<file path="config.mk">
export PLATFORM = sky130hd
export DESIGN_NAME = fetch_unit
export DESIGN_NICKNAME = d
export VERILOG_FILES = /design/src/rtl/riscv_pkg.sv /design/src/rtl/fetch_buf.sv /design/src/rtl/fetch_unit.sv
export SDC_FILE = /design/constraint.sdc
export NUM_CORES = 1
export LEC_CHECK = 0
export BUFFER_PORTS_ARGS = -buffer_cell sky130_fd_sc_hd__buf_4
export CAP_MARGIN = 20
export CORE_AREA = 3 3 122 124
export DETAILED_ROUTE_END_ITERATION = 12
export DIE_AREA = 0 0 125 127
export PLACE_DENSITY = 0.73
export REMOVE_ABC_BUFFERS = 1
export SKIP_CTS_REPAIR_TIMING = 1
export SYNTH_ARGS = -nofsm -noshare
export SYNTH_HDL_FRONTEND = slang
export SYNTH_HIERARCHICAL = 1
export SYNTH_SLANG_ARGS = --single-unit
</file>
<file path="constraint.sdc">
create_clock -name clk -period 14.25 [get_ports clk]
set_input_delay 2.1375 -clock clk [delete_from_list [all_inputs] [get_ports clk]]
set_output_delay 2.1375 -clock clk [all_outputs]
set_load 0.05 [all_outputs]
</file>
<file path="src/rtl/riscv_pkg.sv">
// Shared fetch-path types and constants.
// The fetch buffer stores one fetch_entry_t for each instruction word it accepts.
package riscv_pkg;

    localparam int XLEN        = 32;
    localparam int INSTR_BYTES = 4;

    typedef struct packed {
        logic [XLEN-1:0] pc;
        logic [XLEN-1:0] instr;
    } fetch_entry_t;

endpackage

</file>
<file path="src/rtl/fetch_buf.sv">
// Synchronous FIFO of fetch entries. The head is registered and the output has zero-cycle latency.
// Flush has priority over push and pop. The caller must not push when the FIFO is full unless it also pops.
module fetch_buf
    import riscv_pkg::*;
#(
    parameter int DEPTH = 2,
    localparam int PW   = $clog2(DEPTH),
    localparam int CW   = PW + 1
) (
    input  logic          clk,
    input  logic          reset_n,
    input  logic          flush_i,
    input  logic          push_i,
    input  fetch_entry_t  push_dat_i,
    input  logic          pop_i,
    output fetch_entry_t  head_dat_o,
    output logic          head_vld_o,
    output logic [CW-1:0] count_o
);

    fetch_entry_t  mem_q [DEPTH];
    logic [PW-1:0] wr_ptr_q, wr_ptr_d;
    logic [PW-1:0] rd_ptr_q, rd_ptr_d;
    logic [CW-1:0] count_q, count_d;

    always_comb begin
        wr_ptr_d = wr_ptr_q;
        rd_ptr_d = rd_ptr_q;
        count_d  = count_q;
        if (flush_i) begin
            wr_ptr_d = '0;
            rd_ptr_d = '0;
            count_d  = '0;
        end else begin
            if (push_i) wr_ptr_d = wr_ptr_q + PW'(1);
            if (pop_i)  rd_ptr_d = rd_ptr_q + PW'(1);
            if (push_i && !pop_i)      count_d = count_q + CW'(1);
            else if (pop_i && !push_i) count_d = count_q - CW'(1);
        end
    end

    always_ff @(posedge clk) begin
        if (!reset_n) begin
            wr_ptr_q <= '0;
            rd_ptr_q <= '0;
            count_q  <= '0;
        end else begin
            wr_ptr_q <= wr_ptr_d;
            rd_ptr_q <= rd_ptr_d;
            count_q  <= count_d;
        end
    end

    // The storage has no reset because its contents are qualified by count_q.
    always_ff @(posedge clk) begin
        if (push_i && !flush_i) mem_q[wr_ptr_q] <= push_dat_i;
    end

    assign head_dat_o = mem_q[rd_ptr_q];
    assign head_vld_o = (count_q != '0);
    assign count_o    = count_q;

endmodule

</file>
<file path="src/rtl/fetch_unit.sv">
// Instruction fetch unit: the PC register, the fetch buffer, redirect handling, and sticky error flags.
// An instruction becomes visible one cycle after it is fetched. When out_ready is low the buffer fills and the PC then holds.
module fetch_unit
    import riscv_pkg::*;
#(
    parameter logic [XLEN-1:0] RESET_PC   = 32'h0000_0000,
    parameter int              IMEM_WORDS = 64,
    parameter int              BUF_DEPTH  = 2
) (
    input  logic            clk,
    input  logic            reset_n,
    output logic [XLEN-1:0] imem_addr,
    input  logic [XLEN-1:0] imem_rdata,
    input  logic            redirect_valid,
    input  logic [XLEN-1:0] redirect_pc,
    output logic            out_valid,
    input  logic            out_ready,
    output logic [XLEN-1:0] out_instr,
    output logic [XLEN-1:0] out_pc,
    output logic [XLEN-1:0] out_pc_plus4,
    output logic            misalign_err,
    output logic            range_err
);

    localparam int              CW       = $clog2(BUF_DEPTH) + 1;
    localparam logic [XLEN-1:0] PC_LIMIT = XLEN'(IMEM_WORDS * INSTR_BYTES);

    logic [XLEN-1:0] pc_q, pc_d;
    logic            misalign_q, misalign_d;
    logic            range_q, range_d;
    logic            range_hit, full, pop, push;
    logic [CW-1:0]   count;
    fetch_entry_t    head, wr_entry;

    assign range_hit = (pc_q >= PC_LIMIT);
    assign full      = (count == CW'(BUF_DEPTH));
    assign pop       = out_valid && out_ready;
    assign push      = !redirect_valid && !range_hit && (!full || pop);
    assign wr_entry  = '{pc: pc_q, instr: imem_rdata};

    always_comb begin
        pc_d       = pc_q;
        misalign_d = misalign_q;
        range_d    = range_q || range_hit;
        if (redirect_valid) begin
            pc_d = {redirect_pc[XLEN-1:2], 2'b00};
            if (redirect_pc[1:0] != 2'b00) misalign_d = 1'b1;
        end else if (push) begin
            pc_d = pc_q + XLEN'(INSTR_BYTES);
        end
    end

    always_ff @(posedge clk) begin
        if (!reset_n) begin
            pc_q       <= RESET_PC;
            misalign_q <= 1'b0;
            range_q    <= 1'b0;
        end else begin
            pc_q       <= pc_d;
            misalign_q <= misalign_d;
            range_q    <= range_d;
        end
    end

    // A redirect flushes the buffer. This also absorbs any pop in the same cycle.
    fetch_buf #(.DEPTH(BUF_DEPTH)) u_buf (
        .clk        (clk),
        .reset_n    (reset_n),
        .flush_i    (redirect_valid),
        .push_i     (push),
        .push_dat_i (wr_entry),
        .pop_i      (pop),
        .head_dat_o (head),
        .head_vld_o (out_valid),
        .count_o    (count)
    );

    assign imem_addr    = pc_q;
    assign out_instr    = head.instr;
    assign out_pc       = head.pc;
    assign out_pc_plus4 = head.pc + XLEN'(INSTR_BYTES);
    assign misalign_err = misalign_q;
    assign range_err    = range_q;

endmodule

</file>
Word-level counts from Yosys, hierarchy flattened
Memory sizes are Yosys's and may differ from the RTL's. A register that Yosys moved wholly into a read port is not among the register bits.
Index checks and enable logic that the tools add are counted.
W data, S select, Z words.
{ "classes": {"addsub": 6, "magnitude_cmp": 1, "eq_ne": 1, "muxes": 8, "bitwise": 1, "reduce_logical": 19} }
{ "op_table": {"columns": ["op", "count"], "rows": [
  ["$add A32 B3 Y32 const B", 2],
  ["$mux W32", 2],
  ["$ge A32 B9 Y1 const B", 1],
  ["$reduce_bool A2 Y1", 4],
  ["$logic_and A1 B1 Y1", 6],
  ["$logic_not A1 Y1", 5],
  ["$mux W1", 4],
  ["$mux W2", 2],
  ["$add A1 B1 Y1 const B", 2],
  ["$add A2 B1 Y2 const B", 1],
  ["$eq A2 B2 Y1 const B", 1],
  ["$logic_or A1 B1 Y1", 2],
  ["$reduce_and A2 Y1", 1],
  ["$reduce_or A2 Y1", 1],
  ["$sub A2 B1 Y2 const B", 1],
  ["$not A1 Y1", 1]
]} }
{ "totals": {"ff_bits": 38, "ram_bits": 128, "input_bits": 68, "wordCells": 44, "n_memories": 1} }
{ "memory_table": {"columns": ["name", "depth", "width", "rd", "rd_ports_with_merged_regs", "write_ports", "line_no", "text"], "rows": [
  ["u_buf.mem_q", 2, 64, 1, 1, 1, "fetch_buf.sv:21", "fetch_entry_t mem_q [DEPTH];"]
]} }

Depth between registers and ports, before layout
{ "logic_depth": {"word_depth": 8, "ltp_mapped": 9, "ltp_nobuf": 9} }

Hierarchy
Netlist, hierarchy kept.
{ "modules_own_cells": {"columns": ["module", "n_inst", "cells_per_inst", "area_each_um2"], "rows": [
  ["fetch_buf", 1, 222, 4849.7],
  ["fetch_unit", 1, 239, 2054.5]
]} }

Worst setup path before layout
No wires, ideal clock.
{ "synth_timing": {"kind": "input to register", "start": "input redirect_valid", "end": "memory u_buf/mem_q[0][0] in the netlist's numbering, enable pin", "setup_time_ps": 578, "arrival_time_ps": 7468, "required_time_ps": 13672, "path_slack_ps": 6204, "stages": 4, "path_buffers": 2, "cell_sequence": "clkbuf_1 clkbuf_1 nor2_1 nor3b_1"} }
{ "synth_between": {"elab_chain_cells": 6} }
{ "synth_lines": {"columns": ["element", "line_no", "text"], "rows": [
  ["from (decl)", "fetch_unit.sv:14", "input logic redirect_valid,"],
  ["$logic_not A1 Y1", "fetch_unit.sv:38", "assign push = !redirect_valid && !range_hit && (!full || pop);"],
  ["$logic_and A1 B1 Y1 (2 in a row)", "fetch_unit.sv:38", null],
  ["net push", "fetch_unit.sv:31", "logic range_hit, full, pop, push;"],
  ["$logic_and A1 B1 Y1", "fetch_buf.sv:56", "if (push_i && !flush_i) mem_q[wr_ptr_q] <= push_dat_i;"],
  ["$mux W1", "fetch_buf.sv:56", null],
  ["$mux W1 (implied by the code)", "fetch_buf.sv:56", null],
  ["to (decl)", "fetch_buf.sv:21", null]
]} }
The timed path passes the listed nets, and every way through them passes these cells.

==> metrics.txt <==
die width=125 um; Core Footprint=0.0139 sq mm; maximum root-to-sink buffer count=2; Worst Tran Pin Value=0.927 ns; synthesized cell area=0.00690 sq mm; max_slew headroom=0.382; Slew Viols, Final=0; depth of the CTS H-tree=4; CTS sink cnt=165; post-synthesis compound-gate area fraction=0.0221; routability cong.=0.842; first-pass GRT wire length=23.9 mm; Layout Nets=733; status=completed; CP Max Fanout=64; post-DP HPWL=10.5 mm; LEAKAGE=3.44 nW; count of flip-flops with a built-in enable after synthesis=128; WP depth=6; Max stage delay on crit path=0.92 ns; DR pass1 iterations=4; placed cell count=821; number of diodes=0; post-synthesis async set-or-reset flop share=0; WL final=15.5 mm; Finished Layout Cells=854; Synth cell types=44; Ys Warns=6; power density over the cells=118 mW/mm^2; simple-gate share of the synthesized area=0.0968; multiplexer area fraction after synthesis=0.141; Max-cap violations=0; total negative slack=0 ns; Reg2Reg Depth=6; Yosys reg bits=165; CP Class=reg -> out; Tot Pwr=1.07 mW; critical-path cell list=mux2_2, nand4_1, nor2_1, nand4_1, xnor2_1, buf_4; Hold Crit Depth=1; CP top delay family=simple AND/OR/NAND/NOR gates; cells after synthesis=461; Die ar.=0.0159 sq mm; Clock Pin Slew Worst Setup and Hold Paths=0.07 ns; Buffers on Ports=196; Avg WL per Cell=18.1 um; Buf+Inv Stages, Crit Path=1; Seq/Total Area, Yosys=0.664; Num CTS Buffers=17; ys flop type=edfxtp_1; routed vias=4,434; vias in the first global route=4,507; largest net degree at the start of global routing=65; Final Core Density=0.656; Synth Area in Adders=0.00725; minimum clock period after layout=5.41 ns; clock tree from TritonCTS=done; DR iter-0 viols=271; crit start category=flip-flop; synthesized area per cell=15.0 sq um; CP max stage cell=dfxtp_4; Final Hold Vio Count=0; Chip Height=127 um; I/O Pins=199; DRC errors left=0; Area Overhead vs Synth=31.9%; row cnt=43; Peak VDD IR=71.9 uV; GRT overflow=0; Initial Utilization=0.497; Root Driver=clkbuf_16; Worst Setup End Kind=output port; initial antenna violation count=0; most frequent cells in the layout=198 x buf_4, 128 x edfxtp_1, 65 x mux2_2; Arr. time, crit path=3.28 ns; layout cells sized above 1=0.454; Setup Viol. Count Final=0; Total Routing Usage GR=0.192; most common cell after layout, fill and taps aside=buf_4; Clock Skews=0.0100 ns; Skew-Pair Late Insertion Delay=0.42 ns; fin crit share=0.380; Antenna Nets Post-Route=0; Vias/cell=5.19; Hold Crit Class=reg -> reg; Synth Area in XOR/XNOR=0.0419; FILL cells=1,025; cell mode on critical path=nand4_1; unrepaired setup endpoints after global routing=false; fmax=0.185 GHz; main combinational cell family by area after synthesis=multiplexers; CP required=12.11 ns
## cell usage after synthesis (all sizes together) (2+ instances only)
master / instances / share of area
nand4b: 2 / 0.0025
a21oi: 2 / 0.0014
nor3b: 2 / 0.0022
a31oi: 3 / 0.0027
nor2: 14 / 0.0080
and3: 5 / 0.0045
nand4: 16 / 0.014
nor3: 4 / 0.0036
edfxtp: 128 / 0.56
or4: 2 / 0.0027
ha: 4 / 0.0072
nand3: 12 / 0.0087
mux2: 65 / 0.11
or2: 3 / 0.0027
mux2i: 24 / 0.035
and4: 4 / 0.0051
a211oi: 2 / 0.0022
o211ai: 2 / 0.0022
clkbuf: 8 / 0.0043
dfxtp: 37 / 0.11
nor4: 9 / 0.010
inv: 9 / 0.0049
xnor2: 25 / 0.032
o21ai: 7 / 0.0051
xor2: 8 / 0.010
buf: 14 / 0.017
nor2b: 24 / 0.022
nand2: 16 / 0.0087
## path summary, 6_finish.rpt
kind,to,start,slack [ns]
min,misalign_err,misalign_err,0.48
max reg2reg,u_buf/mem_q[0][42],imem_addr[27],11.17
min reg2reg,misalign_err,misalign_err,0.48
max,out_pc_plus4[31],flip-flop,8.84
## layout make-up
class                   instances  area [sq um]  area share
clock buffers                  17           425      0.0467
flip-flops and latches        165          4590       0.504
repair buffers                198          1490       0.163
multi-input cells             270          2160       0.238
inverters                       9          33.8     0.00371
well taps                     180           225      0.0247
clock inverters                15           180      0.0198
## stage by stage
| step | hold slack (ns) | setup WS (ns) | area, sq um |
|---|---|---|---|
| final | 0.482 | 8.84 | 9100 |
| after global routing | 0.517 | 8.55 | 9100 |
| after CTS | 0.483 | 8.32 | 9100 |
| after detailed placement | 0.457 | 8.79 | 8490 |
| after global placement | 0.450 | 8.89 | 8490 |
| after floorplan | 0.462 | 6.34 | 6770 |
## per-layer routing
| layer | GRT usage | part of all wire |
|---|---|---|
| met1 | 0.253 | 0.44 |
| met2 | 0.306 | 0.48 |
| met3 | 0.0543 | 0.063 |
| met4 | 0.0733 | 0.018 |
| met5 | 0 | 0 |
## registers in the layout, summed over array words and instances, names as in the netlist, named ones only
| register | cells |
|---|---|
| u_buf/wr_ptr_q | 1 |
| range_err | 1 |
| imem_addr | 30 |
| misalign_err | 1 |
| u_buf/count_o | 2 |
| u_buf/rd_ptr_q | 1 |
| u_buf/mem_q | 128 |
## cell families (layout without fill, tap and decap cells)
logic type               Yosys count  after routing
flip-flops                       165            165
XOR/XNOR                          33             33
adder cells (fa/ha/maj)            4              4
other                              1              6
buffers and inverters             31            239
multiplexers                      89             89
AND/OR/NAND/NOR                  115            115
AO/OA/AOI/OAI                     23             23
## where the power goes
| group | switching, mW | leakage [nW] | internal (mW) |
|---|---|---|---|
| clock network | 0.185 | 0.280 | 0.276 |
| registers | 0.00853 | 1.44 | 0.524 |
| logic | 0.0472 | 1.72 | 0.0306 |
| total | 0.241 | 3.44 | 0.831 |
No activity file was read; power rests on OpenSTA's default activity.
